## src/rtl/fifo_burst_sched.sv

```systemverilog
// FIFO burst scheduler: issues fixed-length bursts above a fill threshold and
// drains the FIFO residue through clipped tail bursts on line/frame tail events.
module fifo_burst_sched #(
    parameter int unsigned      CW      = 10,
    parameter int unsigned      LSIZE   = 9,
    parameter int unsigned      TO_W    = 24,
    parameter logic [TO_W-1:0]  TIMEOUT = TO_W'(24'hFFF000),
    parameter int unsigned      ECW     = 8
) (
    input  logic             clock,
    input  logic             rst,
    input  logic             enable,
    input  logic             f_rst_status,
    input  logic [CW-1:0]    count,
    input  logic             fifo_empty,
    input  logic             line_tail,
    input  logic             frame_tail,
    input  logic [1:0]       cfg_mode,
    input  logic [CW-1:0]    cfg_threshold,
    input  logic [LSIZE-1:0] cfg_burst_len,
    output logic             req,
    output logic             req_tail,
    output logic [LSIZE-1:0] req_len,
    input  logic             resp,
    input  logic             done,
    output logic             burst_done,
    output logic             tail_done,
    output logic             rst_chain,
    output logic             busy,
    output logic             err_timeout,
    output logic [ECW-1:0]   err_cnt
);

    localparam int unsigned MW = (CW > LSIZE) ? CW : LSIZE;

    typedef enum logic [2:0] {
        S_IDLE,
        S_REQ,
        S_WAIT_DONE,
        S_FSH,
        S_TIME_ERR,
        S_RESET_CHAIN
    } state_e;

    state_e            state_q, state_d;
    logic              tail_pend_q, tail_pend_d;
    logic              tail_burst_q, tail_burst_d;
    logic [TO_W-1:0]   wd_q, wd_d;
    logic [LSIZE-1:0]  req_len_q, req_len_d;
    logic [ECW-1:0]    err_cnt_q, err_cnt_d;
    logic              err_to_q, err_to_d;
    logic              req_q, req_tail_q, burst_done_q, tail_done_q, rst_chain_q, busy_q;

    logic              tail_evt_c;
    logic              wd_hit_c;
    logic              tail_done_c;
    logic [MW-1:0]     cnt_w_c, len_w_c;
    logic [LSIZE-1:0]  tail_len_c;

    // Tail length clipped to the residue; compared at full width so large counts keep cfg_burst_len.
    assign cnt_w_c    = MW'(count);
    assign len_w_c    = MW'(cfg_burst_len);
    assign tail_len_c = LSIZE'((cnt_w_c < len_w_c) ? cnt_w_c : len_w_c);

    assign tail_evt_c = enable && ((cfg_mode[0] && line_tail) || (cfg_mode[1] && frame_tail));
    assign wd_hit_c   = (TIMEOUT != '0) && ((wd_q + TO_W'(1)) == TIMEOUT);

    // Next-state and next-register computation.
    always_comb begin
        state_d      = state_q;
        tail_pend_d  = tail_pend_q;
        tail_burst_d = tail_burst_q;
        req_len_d    = req_len_q;
        err_cnt_d    = err_cnt_q;
        err_to_d     = err_to_q;
        tail_done_c  = 1'b0;

        unique case (state_q)
            S_IDLE: begin
                if (enable) begin
                    if (tail_pend_q && (count == '0)) begin
                        tail_done_c = 1'b1;
                        tail_pend_d = 1'b0;
                    end else if (tail_pend_q && !fifo_empty) begin
                        state_d      = S_REQ;
                        tail_burst_d = 1'b1;
                        req_len_d    = tail_len_c;
                    end else if ((count > cfg_threshold) && !fifo_empty) begin
                        state_d      = S_REQ;
                        tail_burst_d = 1'b0;
                        req_len_d    = cfg_burst_len;
                    end
                end
            end
            S_REQ: begin
                if (wd_hit_c)           state_d = S_TIME_ERR;
                else if (resp && done)  state_d = S_FSH;
                else if (resp)          state_d = S_WAIT_DONE;
            end
            S_WAIT_DONE: begin
                if (wd_hit_c)           state_d = S_TIME_ERR;
                else if (done)          state_d = S_FSH;
            end
            S_FSH:                      state_d = S_IDLE;
            S_TIME_ERR: begin
                state_d     = S_RESET_CHAIN;
                tail_pend_d = 1'b0;
            end
            S_RESET_CHAIN: begin
                if (fifo_empty)         state_d = S_IDLE;
            end
            default:                    state_d = S_IDLE;
        endcase

        // A new tail event merges with any pending one.
        if (tail_evt_c) tail_pend_d = 1'b1;

        wd_d = ((state_q == S_REQ) || (state_q == S_WAIT_DONE)) ? (wd_q + TO_W'(1)) : '0;

        if (state_d == S_TIME_ERR) begin
            err_to_d = 1'b1;
            if (err_cnt_q != '1) err_cnt_d = err_cnt_q + ECW'(1);
        end

        // Frame restart abandons everything except the error history.
        if (f_rst_status) begin
            state_d      = S_IDLE;
            tail_pend_d  = 1'b0;
            tail_burst_d = 1'b0;
            wd_d         = '0;
            req_len_d    = req_len_q;
            tail_done_c  = 1'b0;
            err_to_d     = err_to_q;
            err_cnt_d    = err_cnt_q;
        end
    end

    // State and output registers; outputs decode the next state.
    always_ff @(posedge clock) begin
        if (rst) begin
            state_q      <= S_IDLE;
            tail_pend_q  <= 1'b0;
            tail_burst_q <= 1'b0;
            wd_q         <= '0;
            req_len_q    <= '0;
            err_cnt_q    <= '0;
            err_to_q     <= 1'b0;
            req_q        <= 1'b0;
            req_tail_q   <= 1'b0;
            burst_done_q <= 1'b0;
            tail_done_q  <= 1'b0;
            rst_chain_q  <= 1'b0;
            busy_q       <= 1'b0;
        end else begin
            state_q      <= state_d;
            tail_pend_q  <= tail_pend_d;
            tail_burst_q <= tail_burst_d;
            wd_q         <= wd_d;
            req_len_q    <= req_len_d;
            err_cnt_q    <= err_cnt_d;
            err_to_q     <= err_to_d;
            req_q        <= (state_d == S_REQ);
            req_tail_q   <= (state_d == S_REQ) && tail_burst_d;
            burst_done_q <= (state_d == S_FSH) && !tail_burst_d;
            tail_done_q  <= tail_done_c;
            rst_chain_q  <= (state_d == S_TIME_ERR);
            busy_q       <= (state_d != S_IDLE);
        end
    end

    assign req         = req_q;
    assign req_tail    = req_tail_q;
    assign req_len     = req_len_q;
    assign burst_done  = burst_done_q;
    assign tail_done   = tail_done_q;
    assign rst_chain   = rst_chain_q;
    assign busy        = busy_q;
    assign err_timeout = err_to_q;
    assign err_cnt     = err_cnt_q;

endmodule

```

## config.mk

```make
export PLATFORM = sky130hd
export DESIGN_NAME = fifo_burst_sched
export DESIGN_NICKNAME = d
export VERILOG_FILES = /design/src/rtl/fifo_burst_sched.sv
export SDC_FILE = /design/constraint.sdc
export NUM_CORES = 1
export LEC_CHECK = 0
export BUFFER_PORTS_ARGS = -buffer_cell sky130_fd_sc_hd__buf_2
export CORE_ASPECT_RATIO = 1.5
export CORE_MARGIN = 8
export CORE_UTILIZATION = 59
export DETAILED_ROUTE_END_ITERATION = 10
export PLACE_DENSITY_LB_ADDON = 0.08
export SLEW_MARGIN = 20
export SYNTH_ARGS = -nofsm -noshare
export SYNTH_HDL_FRONTEND = slang
export SYNTH_SLANG_ARGS = --single-unit
```

## constraint.sdc

```tcl
create_clock -name clock -period 9 [get_ports clock]
set_input_delay 1.8 -clock clock [delete_from_list [all_inputs] [get_ports clock]]
set_output_delay 1.8 -clock clock [all_outputs]
set_load 0.005 [all_outputs]
```

# Yosys cells after proc, flatten, opt, wreduce, memory -nomap -nowiden
# Index checks and enable logic that the tools add are counted.
# totals
register_bits	53
in_bits	40
out_inout_bits	24
elab_cells	85
# classes
n_addsub	2
magnitude_cmp	2
eq_ne	12
mux	26
bitwise_logic	5
n_reduce_logical	25
# ops
cell	n
2-to-1 mux 3 bit	11
2-to-1 mux 9 bit	3
adder 24 x 1 -> 24 bit (second input constant)	1
equality test 24 bit (second input constant)	1
one-hot mux 3 bit (5 select lines)	1
equality test 3 bit (second input constant)	4
greater-than comparator 10 bit	1
logical NOT 10 bit	1
less-than comparator 10 x 9 -> 1 bit	1
2-to-1 mux 1 bit	10
logical AND 1 bit	9
adder 8 x 1 -> 8 bit (second input constant)	1
inequality test 8 bit (second input constant)	1
equality test 3 x 1 -> 1 bit (second input constant)	2
equality test 3 x 2 -> 1 bit (second input constant)	2
inequality test 3 bit (second input constant)	2
AND reduction 3 bit	2
nonzero test 3 bit	2
NOT 1 bit	5
AND reduction 5 bit	1
OR reduction 4 bit	1
logical NOT 3 bit	1
OR reduction 3 bit	1
logical NOT 1 bit	2
5 further kinds	6

# Logic depth before layout (Yosys ltp)
# Gate-level depths: netlist of run 1.
# depth
ltp_word	10
mapped_depth	11
ltp_nobuf	10

# Worst setup path after synthesis of run 1
# OpenSTA, ideal clock, no wires.
# synth_timing
path_kind	input port to flip-flop
start	input cfg_threshold[7]
end	register req_len_q[7], in the netlist req_len[7]
setup_time_ns	0.086
arrival_ns	3.742
t_required_ns	8.914
setup_slack_ns	5.173
path_stages	11
n_path_buf	1
path_cell_list	inv_1 > ha_1 > and4_1 > nand3_1 > a21o_1 > a31oi_1 > o21ai_0 > nor2_1 > clkbuf_1 > nor2_1 > a211oi_1
# synth_via
elab_chain_cells	4
# synth_lines
element	line	text
from (decl)	19	input logic [CW-1:0] cfg_threshold,
greater-than comparator 10 bit	88	end else if ((count > cfg_threshold) && !fifo_empty) begin
logical AND 1 bit	88	
nonzero test 2 bit (no line)	--	
AND reduction 5 bit (no line)	--	
to (signal assigned)	159	req_len_q <= req_len_d;
to (decl)	49	logic [LSIZE-1:0] req_len_q, req_len_d;
# No other way between the ends.
# A chain may end at the register's enable or synchronous reset.

# Final worst setup path of run 1
# layout_timing
start	input count[1]
end	register busy_q, in the netlist busy
# layout_via
elab_chain_cells	9
elab_cells_between_ends	11
classes_between	order compare: 1; mux: 6; reduce/logical: 4
# layout_lines
element	line	text
from (decl)	14	input logic [CW-1:0] count,
greater-than comparator 10 bit	88	
logical AND 1 bit	88	
2-to-1 mux 3 bit	88	
2-to-1 mux 3 bit	84	end else if (tail_pend_q && !fifo_empty) begin
2-to-1 mux 3 bit (*)	81	if (tail_pend_q && (count == '0)) begin
2-to-1 mux 3 bit (*)	80	if (enable) begin
one-hot mux 3 bit (5 select lines) (*)	78	unique case (state_q)
2-to-1 mux 3 bit (*)	126	if (f_rst_status) begin
nonzero test 3 bit (*)	167	busy_q <= (state_d != S_IDLE);
to (signal assigned)	167	
to (decl)	52	logic req_q, req_tail_q, burst_done_q, tail_done_q, rst_chain_q, busy_q;
# Mark *: on every way between the ends. The rest lies on a longest branch, timed or not.

==> report_table.html, run 1 <==
<table>
<tr><th>Metric</th><th>Value</th></tr>
<tr><th colspan="2">Run status</th></tr>
<tr><td>Status</td><td>finished, final reports clean</td></tr>
<tr><th colspan="2">Timing</th></tr>
<tr><td>Part of the cycle the worst path needs</td><td>42.0%</td></tr>
<tr><td>Maximum achievable frequency</td><td>264 MHz</td></tr>
<tr><td>Final setup violation count</td><td>0</td></tr>
<tr><td>Pins over their slew limit</td><td>0</td></tr>
<tr><td>Unrepaired setup endpoints after global routing</td><td>false</td></tr>
<tr><td>Final critical-path required period</td><td>3.78 ns</td></tr>
<tr><td>Sum of negative setup slack</td><td>0 ns</td></tr>
<tr><td>Post-route setup slack</td><td>5.22 ns</td></tr>
<tr><td>Transition at the pin with the smallest max-transition slack</td><td>~0.70 ns</td></tr>
<tr><td>Worst slew margin relative to its limit</td><td>53.4%</td></tr>
<tr><td>Clock Skew</td><td>0.0127 ns</td></tr>
<tr><td>Final hold violation count</td><td>0</td></tr>
<tr><th colspan="2">Routing</th></tr>
<tr><td>Starting DRT DRC Count</td><td>111</td></tr>
<tr><td>Vias per std cell</td><td>5.71</td></tr>
<tr><td>Total wire length</td><td>7.44 mm</td></tr>
<tr><td>Remaining DRCs</td><td>0</td></tr>
<tr><td>Antenna Nets Post-Route</td><td>0</td></tr>
<tr><td>Via count of the routed design</td><td>2782</td></tr>
<tr><td>Initial DRT Pass Iterations</td><td>4</td></tr>
<tr><td>Wire per inst</td><td>15.3 um</td></tr>
<tr><th colspan="2">Cells and area</th></tr>
<tr><td>Signed area change from the synthesized netlist to the final layout</td><td>13.8%</td></tr>
<tr><td>Number of nets in the layout</td><td>479</td></tr>
<tr><td>Ant. Diodes</td><td>0</td></tr>
<tr><td>Fraction of layout cells with a size suffix above 1</td><td>19.8%</td></tr>
<tr><td>Final std cell area, no fill</td><td>3540 um2</td></tr>
<tr><td>Final design utilization</td><td>69.0%</td></tr>
<tr><th colspan="2">Power</th></tr>
<tr><td>Power density over the cells</td><td>118 nW/um2</td></tr>
<tr><td>Total leakage power</td><td>1.54 nW</td></tr>
<tr><td>Final Total Pwr</td><td>roughly 0.00042 W</td></tr>
<tr><td>Peak VDD IR</td><td>66.1 uV</td></tr>
<tr><th colspan="2">CTS</th></tr>
<tr><td>Clock Root Buffer</td><td>clkbuf_8</td></tr>
<tr><td>Clock sinks</td><td>53</td></tr>
<tr><td>Inserted Clock Buffers</td><td>5</td></tr>
<tr><td>Buffer depth of the longest clock path</td><td>2</td></tr>
<tr><td>Clock tree from TritonCTS</td><td>built</td></tr>
<tr><td>CTS Hold Bufs</td><td>0</td></tr>
<tr><td>Number of gates given a new drive strength after cts</td><td>0</td></tr>
<tr><td>Clock transition time at the flip-flop clock pins of the worst setup and hold paths</td><td>0.10 ns</td></tr>
<tr><td>H-tree depth</td><td>2</td></tr>
<tr><td>Clk_lat worst skew</td><td>0.31 ns</td></tr>
<tr><td>Post-CTS Setup Inserts</td><td>0</td></tr>
<tr><th colspan="2">Global route</th></tr>
<tr><td>Number of antenna violations at the first check in global routing</td><td>0</td></tr>
<tr><td>Global routing usage summed across all routing layers</td><td>approximately a fifth</td></tr>
<tr><td>Wire length of the first global-routing pass</td><td>12.4 mm</td></tr>
<tr><td>Sum of overflow across all layers after global routing</td><td>0</td></tr>
<tr><td>Via count of the first global-routing pass</td><td>~2800</td></tr>
<tr><td>Maximum number of pins on one net before global-route repair</td><td>22</td></tr>
<tr><th colspan="2">Synthesis</th></tr>
<tr><td>Flip-flop and latch count after synthesis</td><td>53</td></tr>
<tr><td>Top cell type's share of synthesized area</td><td>34.1%</td></tr>
<tr><td>Most used DFF post-synth</td><td>dfxtp_1</td></tr>
<tr><td>Avg Cell Area, Syn</td><td>roughly 8.6 um2</td></tr>
<tr><td>Share of synthesized registers carrying an async set or reset</td><td>0%</td></tr>
<tr><td>Synthesized Nets</td><td>~420</td></tr>
<tr><td>Cell area after synthesis</td><td>3110 um2</td></tr>
<tr><td>Largest area contributor in the synthesized netlist</td><td>dfxtp_1</td></tr>
<tr><td>Ranking of synthesized cells by area</td><td>dfxtp_1, ha_1, nor2_1, xor2_1, mux2i_1</td></tr>
<tr><td>Sequential-to-total area share from yosys stat</td><td>between 30% and 40%</td></tr>
<tr><td>Count of flip-flops with a built-in enable after synthesis</td><td>0</td></tr>
<tr><td>Netlist cell types</td><td>54</td></tr>
<tr><td>Top-count cell post-synth</td><td>dfxtp_1</td></tr>
<tr><td>Gate count after technology mapping</td><td>362</td></tr>
<tr><td>Top post-synthesis cells by count</td><td>dfxtp_1, nor2_1, inv_1</td></tr>
<tr><td>Number of warnings issued by yosys</td><td>0</td></tr>
<tr><th colspan="2">Critical path</th></tr>
<tr><td>Crit Path Max Fanout</td><td>5</td></tr>
<tr><td>Critical-path cell list</td><td>buf_2, ha_1, nor2b_1, o211ai_1, a21o_1, a31oi_1, o21ai_0, or4b_1, o2111ai_1, nand3b_1</td></tr>
<tr><td>Startpoint types</td><td>input port</td></tr>
<tr><td>Element type at the critical path end</td><td>flop</td></tr>
<tr><td>Worst Setup Path Type</td><td>input port to flop</td></tr>
<tr><td>Slowest library cell on the worst path</td><td>or4b_1</td></tr>
<tr><td>Required time reported for the critical path endpoint</td><td>approximately 9 ns</td></tr>
<tr><td>Delay of the slowest cell on the worst path</td><td>0.49 ns</td></tr>
<tr><td>Kind of cell with the highest combined delay on the critical path</td><td>compound AO/OA/AOI/OAI gates</td></tr>
<tr><td>Worst EP arrival</td><td>3.97 ns</td></tr>
<tr><td>CP bufs+invs</td><td>1</td></tr>
<tr><th colspan="2">Placement</th></tr>
<tr><td>Pre-CTS worst setup slack</td><td>4.72 ns</td></tr>
<tr><td>I/O Buffers</td><td>63</td></tr>
<tr><td>Total placed instance area</td><td>3450 um2</td></tr>
<tr><td>HPWL Detailed</td><td>a little under 6 mm</td></tr>
<tr><td>Placer's final routability congestion estimate</td><td>0.796</td></tr>
<tr><th colspan="2">Die</th></tr>
<tr><td>Die area</td><td>7890 um2</td></tr>
<tr><td>DIE HEIGHT</td><td>105 um</td></tr>
<tr><td>I/O pins</td><td>64</td></tr>
<tr><td>Placeable Area</td><td>5120 um2</td></tr>
<tr><td>Chip width</td><td>around 75 um</td></tr>
<tr><td>Total number of placement rows</td><td>32</td></tr>
<tr><td>Starting density of the core</td><td>60.6%</td></tr>
<tr><th colspan="2">Hold path</th></tr>
<tr><td>Class of the most critical hold timing path</td><td>flop to flop</td></tr>
<tr><th colspan="2">Flow run</th></tr>
<tr><td>Number of max-cap violations</td><td>0</td></tr>
</table>
[per-stage QoR]
stage / hold WS (ns) / cells
floorplan: 0.441 / 362
global placement: 0.470 / 479
detailed placement: 0.482 / 479
CTS: 0.506 / 487
global route: 0.532 / 487
finish: 0.495 / 487
[per-layer routing]
metal	up-vias	global-route usage, %	share of wire (%)
met1	1305	19.1	38
met5	-	0	0
met3	10	2.97	2.5
li1	1405	-	-
met2	62	37.6	57
met4	0	8.98	1.9
[cell usage in the layout (no fill, tap or decap), drive strengths merged, types with 2 or more instances in the layout]
cell     n
nor2    50
ha      21
dfxtp   53
o21ai    7
a211oi  14
o211ai   3
mux2i   11
nor4bb   2
inv     25
and4     5
a21o     5
buf     64
a21oi   13
nand2   19
a22oi    2
and2     3
and3     7
o211a    3
nor4     7
nor4b    4
nand3   13
nand3b   4
clkbuf   6
nor2b    7
or4b     2
o31a     2
nand4    8
a31oi    5
nor3b    2
xor2    14
nor3    12
xnor2   11
nand2b   3
[layout make-up]
| class | count | area, um2 |
|---|---|---|
| clock buffers | 6 | 72.6 |
| clock inverters | 2 | 13.8 |
| well taps | 68 | 85.1 |
| fillers | 471 | 1590 |
| inverters | 24 | 90.1 |
| multi-input cells | 270 | 1890 |
| repair buffers | 64 | 323 |
| flip-flops and latches | 53 | 1060 |
[cells by family (layout without fill, tap and decap cells)]
| logic type | count (synthesis) | in the layout | synth area share (%) |
|---|---|---|---|
| DFF | 53 | 53 | 34.1 |
| xor gates and xnor gates | 25 | 25 | 7.05 |
| adders and majority gates | 21 | 21 | 8.45 |
| AOI/OAI and AO/OA | 63 | 63 | 14.3 |
| and+or+nand+nor | 150 | 150 | 27.4 |
| buffers and inverters | 39 | 96 | 5.11 |
| muxes | 11 | 11 | 3.54 |
[where the power goes]
group          switching, W  internal [W]
Sequential       0.00000145      0.000237
Combinational     0.0000232     0.0000201
Clock             0.0000792     0.0000556
[state kept, by name, indices dropped and copies added (netlist names)]
signal        count
err_cnt           8
err_timeout       1
wd_q             24
burst_done        1
req               1
state_q           3
tail_pend_q       1
req_tail          1
tail_burst_q      1
busy              1
req_len           9
tail_done         1
rst_chain         1
[worst register-to-register path: stages, from the launching register on]
cell,delay [ns]
dfxtp_1,0.41
ha_1,0.30
nand2_1,0.29
nor3_4,0.41
mux2i_1,0.15
a221oi_2,0.28
or4b_4,0.60
or4b_1,0.56
o2111ai_1,0.14
nand3b_1,0.11
[final timing paths]
| check | from | end | slack [ns] | cells after the start |
|---|---|---|---|---|
| max | count[1] | busy | 5.22 | 10 |
| min | wd_q[0] | wd_q[0] | 0.50 | 1 |
| max reg2reg | wd_q[0] | busy | 5.62 | 9 |
| min reg2reg | wd_q[0] | wd_q[0] | 0.50 | 1 |
Note: power is estimated with default switching activity, not from simulation.
==> run 2: changes to the inputs <==
--- a/config.mk
+++ b/config.mk
@@ -8,7 +8,7 @@
 export BUFFER_PORTS_ARGS = -buffer_cell sky130_fd_sc_hd__buf_2
 export CORE_ASPECT_RATIO = 1.5
 export CORE_MARGIN = 8
-export CORE_UTILIZATION = 59
+export CORE_UTILIZATION = 50
 export DETAILED_ROUTE_END_ITERATION = 10
 export PLACE_DENSITY_LB_ADDON = 0.08
 export SLEW_MARGIN = 20
==> constraint.sdc (replaced) <==
create_clock -name clock -period 3.25 [get_ports clock]
set_input_delay 0.65 -clock clock [delete_from_list [all_inputs] [get_ports clock]]
set_output_delay 0.65 -clock clock [all_outputs]
set_load 0.005 [all_outputs]
==> report_table.html, run 2 (synthesized netlist as in run 1, its figures left out) <==
<table>
<tr><th>Metric</th><th>Value</th></tr>
<tr><th colspan="2">Cells and area</th></tr>
<tr><td>Fraction of layout cells with a size suffix above 1</td><td>a little over a fifth</td></tr>
<tr><td>Non-Filler Instances</td><td>504</td></tr>
<tr><td>Number of nets in the layout</td><td>490</td></tr>
<tr><td>Signed area change from the synthesized netlist to the final layout</td><td>16.6%</td></tr>
<tr><td>Most frequent standard cell in the layout excluding fill and tap cells</td><td>buf_2</td></tr>
<tr><td>Top library cells by usage in the layout, fill and taps aside</td><td>buf_2, dfxtp_1, nor2_1</td></tr>
<tr><td>Largest register FFs</td><td>24</td></tr>
<tr><td>Ant. Diodes</td><td>0</td></tr>
<tr><td>Register with the highest flop count</td><td>wd_q</td></tr>
<tr><th colspan="2">Critical path</th></tr>
<tr><td>Element type at the critical path end</td><td>flop</td></tr>
<tr><td>Critical path origin</td><td>wd_q[0]</td></tr>
<tr><td>Crit Path Max Fanout</td><td>12</td></tr>
<tr><td>Worst reg2reg setup slack</td><td>about 0.23 ns</td></tr>
<tr><td>Startpoint types</td><td>flop</td></tr>
<tr><td>Worst reg2reg path startpoint</td><td>wd_q[0]</td></tr>
<tr><td>Worst Setup Path Type</td><td>flop to flop</td></tr>
<tr><td>Worst EP arrival</td><td>3.22 ns</td></tr>
<tr><td>Required time reported for the critical path endpoint</td><td>3.45 ns</td></tr>
<tr><th colspan="2">Global route</th></tr>
<tr><td>Via count of the first global-routing pass</td><td>2951</td></tr>
<tr><td>M2 GR Usage</td><td>~34%</td></tr>
<tr><td>Global-route met1 utilization</td><td>~17%</td></tr>
<tr><td>Global routing usage summed across all routing layers</td><td>18.2%</td></tr>
<tr><td>Maximum number of pins on one net before global-route repair</td><td>22</td></tr>
<tr><td>Wire length of the first global-routing pass</td><td>approximately 13 mm</td></tr>
<tr><td>Most heavily used metal layer in global routing</td><td>met2</td></tr>
<tr><td>Sum of overflow across all layers after global routing</td><td>0</td></tr>
<tr><td>Met3 track utilization from global routing</td><td>3.60%</td></tr>
<tr><td>Number of antenna violations at the first check in global routing</td><td>0</td></tr>
<tr><th colspan="2">Timing</th></tr>
<tr><td>Maximum achievable frequency</td><td>331 MHz</td></tr>
<tr><td>Sum of negative setup slack</td><td>0 ns</td></tr>
<tr><td>Unrepaired setup endpoints after global routing</td><td>false</td></tr>
<tr><td>Final critical-path required period</td><td>3.02 ns</td></tr>
<tr><td>Final setup violation count</td><td>0</td></tr>
<tr><td>Transition at the pin with the smallest max-transition slack</td><td>0.722 ns</td></tr>
<tr><td>Worst slew margin relative to its limit</td><td>51.8%</td></tr>
<tr><td>Final hold violation count</td><td>0</td></tr>
<tr><td>Part of the cycle the worst path needs</td><td>just over 90%</td></tr>
<tr><td>Clock Skew</td><td>0.00960 ns</td></tr>
<tr><td>Pins over their slew limit</td><td>0</td></tr>
<tr><th colspan="2">Flow run</th></tr>
<tr><td>Number of max-cap violations</td><td>0</td></tr>
<tr><th colspan="2">Die</th></tr>
<tr><td>Chip width</td><td>about 80 um</td></tr>
<tr><td>I/O pins</td><td>64</td></tr>
<tr><td>Die area</td><td>between 9000 and 10000 um2</td></tr>
<tr><td>Starting density of the core</td><td>between 50% and 60%</td></tr>
<tr><td>DIE HEIGHT</td><td>113 um</td></tr>
<tr><td>Placeable Area</td><td>6090 um2</td></tr>
<tr><td>Total number of placement rows</td><td>35</td></tr>
<tr><th colspan="2">CTS</th></tr>
<tr><td>Clock transition time at the flip-flop clock pins of the worst setup and hold paths</td><td>0.10 ns</td></tr>
<tr><td>Post-CTS Setup Inserts</td><td>0</td></tr>
<tr><td>Clock sinks</td><td>53</td></tr>
<tr><td>H-tree depth</td><td>2</td></tr>
<tr><td>CTS Hold Bufs</td><td>0</td></tr>
<tr><td>Clock tree from TritonCTS</td><td>built</td></tr>
<tr><td>Clk_lat worst skew</td><td>0.31 ns</td></tr>
<tr><td>Clock Root Buffer</td><td>clkbuf_8</td></tr>
<tr><td>Number of gates given a new drive strength after cts</td><td>0</td></tr>
<tr><td>Buffer depth of the longest clock path</td><td>2</td></tr>
<tr><td>Inserted Clock Buffers</td><td>5</td></tr>
<tr><th colspan="2">Routing</th></tr>
<tr><td>Remaining DRCs</td><td>0</td></tr>
<tr><td>Via count of the routed design</td><td>2830</td></tr>
<tr><td>Antenna Nets Post-Route</td><td>0</td></tr>
<tr><td>Starting DRT DRC Count</td><td>76</td></tr>
<tr><td>Total wire length</td><td>7.97 mm</td></tr>
<tr><td>Vias per std cell</td><td>between 5 and 6</td></tr>
<tr><td>Initial DRT Pass Iterations</td><td>4</td></tr>
<tr><td>Wire per inst</td><td>15.8 um</td></tr>
<tr><th colspan="2">Run status</th></tr>
<tr><td>Status</td><td>finished, final reports clean</td></tr>
<tr><th colspan="2">Hold path</th></tr>
<tr><td>Class of the most critical hold timing path</td><td>flop to flop</td></tr>
<tr><td>Startpoint of the worst hold path</td><td>err_timeout</td></tr>
<tr><th colspan="2">Power</th></tr>
<tr><td>Power density over the cells</td><td>318 nW/um2</td></tr>
<tr><td>Final Total Pwr</td><td>0.00115 W</td></tr>
<tr><td>Total leakage power</td><td>1.59 nW</td></tr>
<tr><td>Peak VDD IR</td><td>214 uV</td></tr>
<tr><th colspan="2">Placement</th></tr>
<tr><td>I/O Buffers</td><td>63</td></tr>
<tr><td>Post-Place Cells</td><td>496</td></tr>
<tr><td>HPWL Detailed</td><td>6.47 mm</td></tr>
<tr><td>Placer's final routability congestion estimate</td><td>0.868</td></tr>
</table>
==> run 2: changes by cell type in the layout (fill, tap and decap cells not counted) <==
cell,delta
buf_4,+11
clkinvlp_4,+2
clkinv_2,-1
inv_6,-1
nor2_1,+1
nor2_2,-1
==> run 2: area by class of cell <==
cell class	count	area (um2)
Multi-Input combinational cell	270	1890
Tap cell	74	92.6
Clock buffer	6	72.6
Sequential cell	53	1060
Inverter	24	90.1
Fill cell	600	2460
Clock inverter	2	15.0
Timing Repair Buffer	75	405
==> run 2: worst paths after layout <==
path                            cells after the start          end
worst max-delay path                               10     req_tail
worst min-delay path                                2  err_timeout
worst max register to register                     10     req_tail
worst min register to register                      2  err_timeout
==> run 2: where the power goes <==
group	switching, W	internal, W	total (W)
sequential	0.00000406	0.000655	0.000660
clock	0.000218	0.000152	0.000370
combinational	0.0000650	0.0000579	0.000123
total	0.000287	0.000866	0.00115
==> run 2: through the flow <==
step	setup slack [ns]	hold WS [ns]	instance area [um2]	utilization, %
final	0.230	0.480	3620	59.5
after global routing	0.0597	0.520	3620	59.5
after CTS	0.222	0.489	3620	59.5
after detailed placement	0.286	0.464	3540	58.1
after global placement	0.307	0.449	3540	58.1
after floorplan	0.413	0.441	3110	-
==> run 2: critical path, stage by stage (launching register included) <==
cell      delay, ns
dfxtp_1        0.40
ha_1           0.19
nand2_1        0.24
nor3_4         0.36
mux2i_1        0.14
a221oi_2       0.28
or4b_4         0.49
buf_4          0.20
nor2_1         0.17
o32ai_1        0.14
nor4bb_1       0.32
==> run 2: routing by layer <==
metal,up-vias,part of all wire [%]
met3,19,3.2
met4,0,3.7
met5,-,0
met1,1323,38
met2,63,55
li1,1425,-
==> run 3: changes to the inputs <==
--- a/config.mk
+++ b/config.mk
@@ -6,9 +6,11 @@
 export NUM_CORES = 1
 export LEC_CHECK = 0
 export BUFFER_PORTS_ARGS = -buffer_cell sky130_fd_sc_hd__buf_2
+export CELL_PAD_IN_SITES_DETAIL_PLACEMENT = 0
+export CELL_PAD_IN_SITES_GLOBAL_PLACEMENT = 1
 export CORE_ASPECT_RATIO = 1.5
 export CORE_MARGIN = 8
-export CORE_UTILIZATION = 50
+export CORE_UTILIZATION = 37
 export DETAILED_ROUTE_END_ITERATION = 10
 export PLACE_DENSITY_LB_ADDON = 0.08
 export SLEW_MARGIN = 20
==> report_table.html, run 3 (synthesized netlist as in run 1, its figures left out) <==
<table>
<tr><th>Metric</th><th>Value</th></tr>
<tr><th colspan="2">Run status</th></tr>
<tr><td>Status</td><td>finished, final reports clean</td></tr>
<tr><th colspan="2">Timing</th></tr>
<tr><td>Final setup violation count</td><td>0</td></tr>
<tr><td>Pins over their slew limit</td><td>0</td></tr>
<tr><td>Final hold violation count</td><td>0</td></tr>
<tr><td>Unrepaired setup endpoints after global routing</td><td>false</td></tr>
<tr><td>Worst slew margin relative to its limit</td><td>55.2%</td></tr>
<tr><td>Sum of negative setup slack</td><td>0 ns</td></tr>
<tr><td>Post-route setup slack</td><td>0.184 ns</td></tr>
<tr><td>Transition at the pin with the smallest max-transition slack</td><td>0.668 ns</td></tr>
<tr><td>Clock Skew</td><td>approximately 0.0087 ns</td></tr>
<tr><td>Final critical-path required period</td><td>between 3 and 4 ns</td></tr>
<tr><td>Maximum achievable frequency</td><td>326 MHz</td></tr>
<tr><td>Part of the cycle the worst path needs</td><td>between 90 and 100%</td></tr>
<tr><th colspan="2">Routing</th></tr>
<tr><td>Initial DRT Pass Iterations</td><td>4</td></tr>
<tr><td>Vias per std cell</td><td>5.26</td></tr>
<tr><td>Antenna Nets Post-Route</td><td>0</td></tr>
<tr><td>Remaining DRCs</td><td>0</td></tr>
<tr><td>Starting DRT DRC Count</td><td>55</td></tr>
<tr><td>Total wire length</td><td>8.56 mm</td></tr>
<tr><td>Via count of the routed design</td><td>2840</td></tr>
<tr><td>Wire per inst</td><td>15.8 um</td></tr>
<tr><th colspan="2">Cells and area</th></tr>
<tr><td>Fraction of layout cells with a size suffix above 1</td><td>23.1%</td></tr>
<tr><td>Final design utilization</td><td>roughly 45%</td></tr>
<tr><td>Ant. Diodes</td><td>0</td></tr>
<tr><td>Top library cells by usage in the layout, fill and taps aside</td><td>buf_2, dfxtp_1, nor2_1</td></tr>
<tr><td>Most frequent standard cell in the layout excluding fill and tap cells</td><td>buf_2</td></tr>
<tr><td>Number of nets in the layout</td><td>between 400 and 500</td></tr>
<tr><td>Register with the highest flop count</td><td>wd_q</td></tr>
<tr><td>Signed area change from the synthesized netlist to the final layout</td><td>21.1%</td></tr>
<tr><td>Largest register FFs</td><td>24</td></tr>
<tr><td>Filler Cell Count</td><td>888</td></tr>
<tr><td>Non-Filler Instances</td><td>540</td></tr>
<tr><th colspan="2">Power</th></tr>
<tr><td>Final Total Pwr</td><td>between 0.001 and 0.0015 W</td></tr>
<tr><td>Peak VDD IR</td><td>about 180 uV</td></tr>
<tr><td>Total leakage power</td><td>1.64 nW</td></tr>
<tr><td>Power density over the cells</td><td>351 nW/um2</td></tr>
<tr><th colspan="2">Global route</th></tr>
<tr><td>Sum of overflow across all layers after global routing</td><td>0</td></tr>
<tr><td>Via count of the first global-routing pass</td><td>2954</td></tr>
<tr><td>Wire length of the first global-routing pass</td><td>14.2 mm</td></tr>
<tr><td>Global-route met1 utilization</td><td>13.7%</td></tr>
<tr><td>Maximum number of pins on one net before global-route repair</td><td>22</td></tr>
<tr><td>Number of antenna violations at the first check in global routing</td><td>0</td></tr>
<tr><td>M2 GR Usage</td><td>30.7%</td></tr>
<tr><td>Most heavily used metal layer in global routing</td><td>met2</td></tr>
<tr><td>Global routing usage summed across all routing layers</td><td>approximately 15%</td></tr>
<tr><td>Met3 track utilization from global routing</td><td>between 2 and 3%</td></tr>
<tr><th colspan="2">CTS</th></tr>
<tr><td>Clock Root Buffer</td><td>clkbuf_16</td></tr>
<tr><td>Clock tree from TritonCTS</td><td>built</td></tr>
<tr><td>Buffer depth of the longest clock path</td><td>2</td></tr>
<tr><td>H-tree depth</td><td>2</td></tr>
<tr><td>Clock transition time at the flip-flop clock pins of the worst setup and hold paths</td><td>0.07 ns</td></tr>
<tr><td>Inserted Clock Buffers</td><td>5</td></tr>
<tr><td>CTS Hold Bufs</td><td>0</td></tr>
<tr><td>Clk_lat worst skew</td><td>0.30 ns</td></tr>
<tr><td>Clock sinks</td><td>53</td></tr>
<tr><th colspan="2">Die</th></tr>
<tr><td>Die area</td><td>11600 um2</td></tr>
<tr><td>Starting density of the core</td><td>37.4%</td></tr>
<tr><td>Placeable Area</td><td>just over 8000 um2</td></tr>
<tr><td>I/O pins</td><td>64</td></tr>
<tr><td>Total number of placement rows</td><td>41</td></tr>
<tr><td>Chip width</td><td>90.8 um</td></tr>
<tr><td>DIE HEIGHT</td><td>128 um</td></tr>
<tr><th colspan="2">Critical path</th></tr>
<tr><td>Crit Path Max Fanout</td><td>12</td></tr>
<tr><td>Worst reg2reg path startpoint</td><td>wd_q[0]</td></tr>
<tr><td>Slowest library cell on the worst path</td><td>or4b_4</td></tr>
<tr><td>Worst EP arrival</td><td>3.22 ns</td></tr>
<tr><td>Worst reg2reg setup slack</td><td>roughly 0.18 ns</td></tr>
<tr><td>Required time reported for the critical path endpoint</td><td>3.40 ns</td></tr>
<tr><td>Worst Setup Path Type</td><td>flop to flop</td></tr>
<tr><td>Element type at the critical path end</td><td>flop</td></tr>
<tr><td>R2R cell count</td><td>11</td></tr>
<tr><td>Startpoint types</td><td>flop</td></tr>
<tr><td>Crit-path most repeated cell</td><td>buf_4</td></tr>
<tr><td>Critical-path cell list</td><td>ha_1, buf_4, or3_1, o21ai_0, o311a_1, o211ai_1, or4b_4, buf_4, nor2_1, o32ai_1, nor4bb_1</td></tr>
<tr><td>Delay of the slowest cell on the worst path</td><td>0.53 ns</td></tr>
<tr><td>Capture point of the worst reg-to-reg path</td><td>req_tail</td></tr>
<tr><td>Kind of cell with the highest combined delay on the critical path</td><td>simple AND/OR/NAND/NOR gates</td></tr>
<tr><td>CP bufs+invs</td><td>2</td></tr>
<tr><th colspan="2">Placement</th></tr>
<tr><td>Placer's final routability congestion estimate</td><td>0.789</td></tr>
<tr><td>HPWL Detailed</td><td>7.03 mm</td></tr>
<tr><td>Pre-CTS worst setup slack</td><td>0.134 ns</td></tr>
<tr><td>I/O Buffers</td><td>63</td></tr>
<tr><td>Post-Place Cells</td><td>approximately 530</td></tr>
<tr><th colspan="2">Hold path</th></tr>
<tr><td>Hold-critical path depth</td><td>2</td></tr>
<tr><td>Min-Delay Endpoint</td><td>err_timeout</td></tr>
<tr><td>Class of the most critical hold timing path</td><td>flop to flop</td></tr>
<tr><td>Startpoint of the worst hold path</td><td>err_timeout</td></tr>
<tr><th colspan="2">Flow run</th></tr>
<tr><td>Number of max-cap violations</td><td>0</td></tr>
</table>
## run 3: cell count changes in the layout (fill, tap and decap cells not counted)
| cell | change |
|---|---|
| clkbuf_8 | -5 |
| nand3_2 | +1 |
| clkinvlp_4 | -1 |
| buf_4 | +3 |
| nand2_2 | +1 |
| nand2_1 | -1 |
| inv_6 | +1 |
| clkbuf_16 | +5 |
| nand3_1 | -1 |
| clkinv_4 | +1 |
| nor4_1 | -1 |
| clkbuf_1 | -1 |
| nor4_2 | +1 |
## run 3: area by class of cell
cell class | count | area (um2) | area share, %
sequential | 53 | 1060 | 28.2
timing repair buffer | 78 | 428 | 11.4
tap | 107 | 134 | 3.56
inverter | 24 | 90.1 | 2.39
clock inverter | 3 | 25.0 | 0.665
clock buffer | 5 | 125 | 3.32
multi-input combinational | 270 | 1900 | 50.5
## run 3: tightest hold or removal path, delay by kind of cell, from the launching register on
family,cells,cell delay (ns)
DFF,1,0.34
and+or+nand+nor,2,0.12
## run 3: worst max-delay path by stage
stage                     cells past startpoint  slack (ns)    start       end
after detailed placement                     10        0.13  wd_q[0]  req_tail
final                                        11        0.18  wd_q[0]  req_tail
after CTS                                    10        0.11  wd_q[0]  req_tail
after global routing                         11        0.03  wd_q[0]  req_tail
after global placement                       10        0.15  wd_q[0]  req_tail
after floorplan                               9        0.41  wd_q[0]      busy
## run 3: metrics by stage
| stage | hold WS [ns] | cell area (um2) |
|---|---|---|
| after floorplan | 0.441 | 3110 |
| after global placement | 0.459 | 3590 |
| after detailed placement | 0.468 | 3590 |
| after CTS | 0.490 | 3740 |
| after global routing | 0.513 | 3760 |
| final | 0.485 | 3760 |
## run 3: power by group
part           leakage [nW]  total [W]  switching (W)  internal, W
Sequential            0.427   0.000660     0.00000433     0.000655
Combinational          1.14   0.000123      0.0000653    0.0000578
Clock                0.0704   0.000539       0.000249     0.000290
## run 3: timing repair
| action | in CTS | in global routing |
|---|---|---|
| endpoints found under the setup margin | 0 | 1 |
| gates resized for setup | 0 | 3 |
| buffers inserted | 0 | 1 |
## run 3: routing by layer
metal | wire length [um] | vias to the layer above
li1 | - | 1435
met1 | 3060 | 1324
met2 | 4910 | 62
met3 | 255 | 19
met4 | 333 | 0
met5 | 0 | -
